===== src/rtl/decoder_5to32_reg.sv =====
// decoder_5to32_reg: registered 5-to-32 one-hot decoder used as the
// register-file write-select generator (one LOAD enable per register).
// The select index is predecoded in two levels: I[1:0] into 4 lines and
// I[4:2] into 8 lines. The two are ANDed into 32 lines, gated by EN, and
// registered.
// Optional build macro DECODER_VALID_OUT_EN adds the registered VALID and
// Q_IDX outputs. Q_IDX holds its last value while EN is low.
module decoder_5to32_reg (
    input  logic        CLK,
    input  logic        RESET,
    input  logic [4:0]  I,
    input  logic        EN,
`ifdef DECODER_VALID_OUT_EN
    output logic        VALID,
    output logic [4:0]  Q_IDX,
`endif
    output logic [31:0] D
);

    logic [3:0]  low_dec;
    logic [7:0]  high_dec;
    logic [31:0] d_d;
    logic [31:0] d_q;

    // Two-level predecode of the index, combined into the gated 32-line word
    always_comb begin
        low_dec  = 4'b0001 << I[1:0];
        high_dec = 8'b0000_0001 << I[4:2];
        d_d      = '0;
        if (EN) begin
            d_d = {high_dec[7] ? low_dec : 4'b0000,
                   high_dec[6] ? low_dec : 4'b0000,
                   high_dec[5] ? low_dec : 4'b0000,
                   high_dec[4] ? low_dec : 4'b0000,
                   high_dec[3] ? low_dec : 4'b0000,
                   high_dec[2] ? low_dec : 4'b0000,
                   high_dec[1] ? low_dec : 4'b0000,
                   high_dec[0] ? low_dec : 4'b0000};
        end
    end

    // Output register; reset clears it so the word is never multi-hot
    always_ff @(posedge CLK) begin
        if (RESET) begin
            d_q <= '0;
        end else begin
            d_q <= d_d;
        end
    end

    assign D = d_q;

`ifdef DECODER_VALID_OUT_EN
    logic       valid_d;
    logic       valid_q;
    logic [4:0] q_idx_d;
    logic [4:0] q_idx_q;

    // Sideband next-state: VALID follows EN and the index is captured only when enabled
    always_comb begin
        valid_d = EN;
        q_idx_d = q_idx_q;
        if (EN) begin
            q_idx_d = I;
        end
    end

    // Sideband registers share timing with the decode word
    always_ff @(posedge CLK) begin
        if (RESET) begin
            valid_q <= 1'b0;
            q_idx_q <= '0;
        end else begin
            valid_q <= valid_d;
            q_idx_q <= q_idx_d;
        end
    end

    assign VALID = valid_q;
    assign Q_IDX = q_idx_q;
`endif

endmodule


===== config.mk =====
export PLATFORM = sky130hd
export DESIGN_NAME = decoder_5to32_reg
export DESIGN_NICKNAME = d
export VERILOG_FILES = /design/src/rtl/decoder_5to32_reg.sv
export SDC_FILE = /design/constraint.sdc
export NUM_CORES = 1
export LEC_CHECK = 0
export ABC_AREA = 1
export CELL_PAD_IN_SITES_DETAIL_PLACEMENT = 0
export CELL_PAD_IN_SITES_GLOBAL_PLACEMENT = 2
export CORE_MARGIN = 10
export CORE_UTILIZATION = 38
export CTS_BUF_LIST = sky130_fd_sc_hd__clkbuf_2 sky130_fd_sc_hd__clkbuf_4 sky130_fd_sc_hd__clkbuf_8
export CTS_CLUSTER_SIZE = 28
export DETAILED_ROUTE_END_ITERATION = 12
export DONT_BUFFER_PORTS = 1
export PLACE_DENSITY = 0.82
export SLEW_MARGIN = 10
export SYNTH_ARGS = -nofsm -noshare
export SYNTH_HDL_FRONTEND = slang
export SYNTH_SLANG_ARGS = --single-unit

===== constraint.sdc =====
create_clock -name CLK -period 0.8 [get_ports CLK]
set_clock_uncertainty 0.15 [all_clocks]
set_input_delay 0.04 -clock CLK [delete_from_list [all_inputs] [get_ports CLK]]
set_output_delay 0.04 -clock CLK [all_outputs]
set_load 0.05 [all_outputs]

Word-level counts from Yosys, hierarchy flattened
Cells that the tools add are included.
- flip-flop bits (word level): 32
- input port bits: 8
- output and inout port bits: 32
- word-level logic and storage cells: 27
- shift operators: 2
- bitwise operators: 9
- reduce and logical (&&, ||, !) cells: 8
- operator list (cell ; number):
    3-bit OR reduction ; 8
    1-bit inverter ; 9
    1-bit by 3-bit left shift with 8-bit output, first input constant ; 1
    1-bit by 2-bit left shift with 4-bit output, first input constant ; 1

Logic depth before layout (Yosys ltp)
Gate-level depths: netlist of run 1.
- word-level depth: 3
- depth in mapped cells: 4

Worst setup path before layout of run 1
No wires, ideal clock.
- path kind: register to output
- start: register d_q[0] (netlist: D[0])
- end: output port D[0]
- arrival time: 0.587 ns
- required time: 0.610 ns
- setup slack: 0.023 ns
- cell stages (with the launch flop): 1
- cell sequence: dfxtp_1
- RTL lines (item ; line ; source):
    start, declared ; 23 ; logic [31:0] d_q;
    start signal, assigned ; 45 ; d_q <= '0;
    start signal, assigned ; 47 ; d_q <= d_d;
    end, declared ; 17 ; output logic [31:0] D
No word-level cell between the ends.

Worst setup path after layout of run 1
- start: register d_q[8] (netlist: D[8])
- end: output port D[8]
No word-level cell between the ends.

==> impl_metrics.env, run 1 <==
export IMPL_crit_buf_inv=1
export IMPL_cp_top_family="flip-flops"
export IMPL_rsz0062_at_grt="true"
export IMPL_grt_ovfl_total=0
export IMPL_dr_wl_met2_um=1223
export IMPL_via_count=733
export IMPL_p_int_uw=2163
export IMPL_port_buffers=0
export IMPL_relSlewSlack=0.7423
export IMPL_grt_first_pass_wirelength_um=3960
export IMPL_drtIter0Drc=19
export IMPL_wl_met1_um=820
export IMPL_synth_xor_area_frac=0
export IMPL_antenna_found_initial=0
export IMPL_synth_area_top_cells="dfxtp_1 66%, nor3_2 10%, nand3_2 5.1%"
export IMPL_antenna_left=0
export IMPL_seqPwrFrac=0.577
export IMPL_hold_violations=32
export IMPL_yosys_area_share_simple=0.3013
export IMPL_switchingPower_uw=625.3
export IMPL_nFillCells=181
export IMPL_whs_ps=-276.7
export IMPL_finalCritPeriodShare=1.257
export IMPL_p_sw_frac=0.2243
export IMPL_grt_total_usage=0.09992
export IMPL_slowest_delay_ps=360
export IMPL_p_leak_uw=0.0006769
export IMPL_final_layout_size_suffix_gt1_frac=0.7460
export IMPL_largest_reg_flops=32
export IMPL_synth_avg_cell_area_um2=11.22
export IMPL_placed_cells=149
export IMPL_critPathLaunch="D[8]"
export IMPL_area_growth_pct=81.15
export IMPL_critPathLaunchType="flip-flop"
export IMPL_power_share_clock=0.355
export IMPL_worst_slew_pin_slew_ps=385.6
export IMPL_dieHeight_um=70.68
export IMPL_synth_adder_area_share=0
export IMPL_worst_ep_arrival_time_ps=820
export IMPL_combinationalPowerShare=0.068
export IMPL_numCtsBuffers=5
export IMPL_wire_per_inst_um=15.26
export IMPL_finalMaxSlewViolations=0
export IMPL_synth_net_count=95
export IMPL_rows=18
export IMPL_h_tree_depth=2
export IMPL_synthesis_area_um2=975.9
export IMPL_hold_path_class="input pin to flip-flop"
export IMPL_synthMuxAreaShare=0
export IMPL_ios=40
export IMPL_dpl_hpwl_um=1901
export IMPL_num_nets_final=134
export IMPL_synth_top_area_share=0.6564
export IMPL_placed_area_um2=1663
export IMPL_clock_fmax_mhz=994.6
export IMPL_root_buffer="clkbuf_4"
export IMPL_dp_slack_ps=-52.34
export IMPL_critPathMaxFanout=1
export IMPL_start_util=0.3976
export IMPL_setup_viol=32
export IMPL_crit_path_end_kind="primary output"
export IMPL_failed_checks="hold timing, setup timing"
export IMPL_cp_slowest_cell="dfxtp_2"
export IMPL_postCtsSetupBuffers=0
export IMPL_ir_worst_vdd_mv=1.435
export IMPL_synth_top_family_by_area="simple AND/OR/NAND/NOR gates"
export IMPL_final_area_um2=1768
export IMPL_status="finished, violations left"
export IMPL_cap_viol_max_count=0
export IMPL_setup_ws_ps=-205.4
export IMPL_cts_tree="done"
export IMPL_die_width_um=70.68
export IMPL_drc=0
export IMPL_coreArea_um2=2455
export IMPL_synth_cell_types=11
export IMPL_power_density_nw_per_um2=1577
export IMPL_netlist_top_cell_by_area="dfxtp_1"
export IMPL_min_period_ps=1005
export IMPL_synthCells=87
export IMPL_synth_compound_area_frac=0
export IMPL_routed_top_layer="met4"
export IMPL_die_area_um2=4995
export IMPL_cts_sinks=32
export IMPL_hold_path_startpoint="I[4]"
export IMPL_stdcell_count=156
export IMPL_path_class="flip-flop to primary output"
export IMPL_viasPerCell=4.699
export IMPL_critical_path_required_ps=610
export IMPL_path_cells="buf_12"
export IMPL_routed_wl_um=2380
export IMPL_clk_pin_slew_ps=100
export IMPL_n_antenna_cell=0
export IMPL_drt_first_pass_iters=4
export IMPL_clk_path_buf_depth=2
export IMPL_grt_max_degree=13
export IMPL_synth_seq_area_share=0.6564
export IMPL_yosys_warnings=0
export IMPL_finalPower_uw=2788
export IMPL_place_congestion=0.7263
export IMPL_ys_ff_latch=32
export IMPL_grt_pass1_vias=811
export IMPL_routed_wl_met3_um=291
==> cell families after synthesis <==
kind of cell,count (synthesis)
and+or+nand+nor,46
buffers and inverters,9
DFF,32
==> worst paths after layout <==
check / depth (start not counted) / endpoint
worst max-delay path: 1 / D[8]
worst min-delay path: 2 / D[19]
==> stage by stage <==
stage               hold slack (ps)    util  setup TNS (ps)
floorplan                     48.93       -               0
global placement              71.72  0.6774               0
detailed placement            74.15  0.6774          -98.72
CTS                          -280.1  0.7202           -6425
global route                 -287.7  0.7202           -7239
finish                       -276.7  0.7202           -6030
==> cells in the mapped netlist <==
cell type,n
nand3_2,5
nor2_4,1
buf_6,1
nor3_2,10
nand2_1,4
nand2_2,3
nor3_1,10
inv_2,3
nor2_1,13
dfxtp_1,32
inv_1,5
==> routing by layer <==
| metal | vias to the layer above | global-route usage |
|---|---|---|
| met5 | - | 0 |
| met4 | 0 | 0.04516 |
| met3 | 5 | 0.06974 |
| met2 | 32 | 0.1756 |
| met1 | 338 | 0.08492 |
| li1 | 358 | - |
==> cells in the final DEF (no fill, tap or decap), types with 2 or more instances in the layout <==
cell type   n
buf_12     33
clkbuf_4    5
clkbuf_8    2
dfxtp_2    32
inv_1       5
inv_2       3
nand2_1     4
nand2_2     3
nand3_2     5
nor2_1     13
nor3_1     10
nor3_2     10
==> cell type report <==
type / instances / area, um2 / area share
clock buffers: 7 / 65.06 / 0.03680
inverters: 8 / 30.03 / 0.01699
multi-input cells: 46 / 294.0 / 0.1663
flip-flops and latches: 32 / 680.7 / 0.3850
well taps: 30 / 37.54 / 0.02123
repair buffers: 33 / 660.6 / 0.3737
==> power by group through the flow <==
stage	registers, uW	logic (uW)	clock network (uW)
after detailed placement	1650	192	0
after CTS	1610	193	1010
final	1610	191	989
after global routing	1610	205	1080
after global placement	1650	187	0
after floorplan	1670	91.9	0
==> timing repair <==
item,in CTS,in global routing
resized for setup,32,0
cloned,0,0
endpoints found under the hold margin,32,32
endpoints found under the setup margin,32,32
No activity file was read; power rests on OpenSTA's default activity.
==> inputs of run 2 (changes only) <==
RECOVER_POWER = 25   (was default)
==> impl_metrics.env, run 2 (synthesis results as in run 1) <==
export IMPL_antenna_left=0
export IMPL_failed_checks="hold timing, setup timing"
export IMPL_antenna_found_initial=0
export IMPL_grt_max_degree=13
export IMPL_setup_viol=32
export IMPL_n_antenna_cell=0
export IMPL_grt_pass1_vias=811
export IMPL_combinationalPowerShare=0.068
export IMPL_root_buffer="clkbuf_4"
export IMPL_wl_met1_um=826
export IMPL_critPathLaunchType="flip-flop"
export IMPL_dieHeight_um=70.68
export IMPL_clock_fmax_mhz=996.7
export IMPL_routed_wl_um=2378
export IMPL_grt_total_usage=0.09992
export IMPL_slowest_delay_ps=360
export IMPL_h_tree_depth=2
export IMPL_power_density_nw_per_um2=1584
export IMPL_p_leak_uw=0.0006762
export IMPL_wire_per_inst_um=15.24
export IMPL_stdcell_count=156
export IMPL_place_congestion=0.7263
export IMPL_path_class="flip-flop to primary output"
export IMPL_rsz0062_at_grt="true"
export IMPL_coreArea_um2=2455
export IMPL_routed_wl_met3_um=291
export IMPL_dpl_hpwl_um=1901
export IMPL_via_count=720
export IMPL_drc=0
export IMPL_area_growth_pct=80.13
export IMPL_die_area_um2=4995
export IMPL_finalCritPeriodShare=1.254
export IMPL_routed_top_layer="met4"
export IMPL_power_share_clock=0.355
export IMPL_p_sw_frac=0.2235
export IMPL_crit_buf_inv=1
export IMPL_start_util=0.3976
export IMPL_layout_common_cells="33 x buf_12, 32 x dfxtp_2, 13 x nor2_1, 11 x nor3_1, 9 x nor3_2"
export IMPL_cts_sinks=32
export IMPL_relSlewSlack=0.7425
export IMPL_critical_path_required_ps=610
export IMPL_path_cells="buf_12"
export IMPL_final_layout_size_suffix_gt1_frac=0.7302
export IMPL_port_buffers=0
export IMPL_cts_tree="done"
export IMPL_cp_top_family="flip-flops"
export IMPL_die_width_um=70.68
export IMPL_whs_ps=-253.5
export IMPL_placed_cells=149
export IMPL_worst_ep_arrival_time_ps=810
export IMPL_dr_wl_met2_um=1212
export IMPL_ios=40
export IMPL_num_nets_final=134
export IMPL_grt_ovfl_total=0
export IMPL_seqPwrFrac=0.578
export IMPL_drt_first_pass_iters=4
export IMPL_cap_viol_max_count=0
export IMPL_grt_first_pass_wirelength_um=3960
export IMPL_critPathMaxFanout=1
export IMPL_switchingPower_uw=622.2
export IMPL_clk_pin_slew_ps=100
export IMPL_numCtsBuffers=5
export IMPL_largest_reg_flops=32
export IMPL_hold_violations=32
export IMPL_final_common_cell="buf_12"
export IMPL_setup_ws_ps=-203.3
export IMPL_p_int_uw=2162
export IMPL_worst_slew_pin_slew_ps=385.3
export IMPL_min_period_ps=1003
export IMPL_crit_path_end_kind="primary output"
export IMPL_viasPerCell=4.615
export IMPL_drtIter0Drc=21
export IMPL_nFillCells=182
export IMPL_cp_slowest_cell="dfxtp_2"
export IMPL_status="finished, violations left"
export IMPL_finalMaxSlewViolations=0
export IMPL_clk_path_buf_depth=2
export IMPL_hold_path_class="input pin to flip-flop"
export IMPL_rows=18
export IMPL_finalPower_uw=2784
export IMPL_ir_worst_vdd_mv=1.431
export IMPL_fin_tns_setup_ps=-6038
-- run 2: cell counts in the layout (fill, tap and decap cells not counted) --
No cell type changed its count.
-- run 2: path summary, 6_finish.rpt --
check,end,start,slack (ps),cells after the start
setup / recovery,D[8],D[8],-200,1
hold / removal,D[1],RESET,-250,3
-- run 2: metal layers --
layer / vias to the layer above / track usage
li1: 358 / -
met2: 26 / 0.1756
met1: 330 / 0.08492
met5: - / 0
met4: 0 / 0.04516
met3: 6 / 0.06974
-- run 2: layout make-up --
type,instances,area (um2),area share
Sequential cell,32,680.7,0.3872
Inverter,8,30.03,0.01708
Multi-Input combinational cell,46,284.0,0.1616
Tap cell,30,37.54,0.02135
Timing Repair Buffer,33,660.6,0.3758
Clock buffer,7,65.06,0.03701
-- run 2: metrics by stage --
stage | util | instance area [um2] | worst slack, ps | hold slack [ps]
2_1_floorplan | - | 975.9 | 22.67 | 48.93
3_3_place_gp | 0.6774 | 1663 | 14.94 | 71.72
3_5_place_dp | 0.6774 | 1663 | -52.34 | 74.15
4_1_cts | 0.7202 | 1768 | -212.9 | -280.1
6_report | 0.7161 | 1758 | -203.3 | -253.5
5_1_grt | 0.7161 | 1758 | -252.2 | -265.5
-- run 2: power groups by stage --
stage	combinational [uW]	sequential, uW	clock [uW]
after floorplan	91.9	1670	0
after global placement	187	1650	0
after detailed placement	192	1650	0
after CTS	193	1610	1010
after global routing	202	1610	1080
final	188	1610	987
-- run 2: repair_timing --
action | 4_1_cts | 5_1_grt
gates resized for setup | 32 | 0
setup buffers | 0 | 0
gates cloned | 0 | 0
endpoints found under the hold margin | 32 | 32
endpoints found under the setup margin | 32 | 32
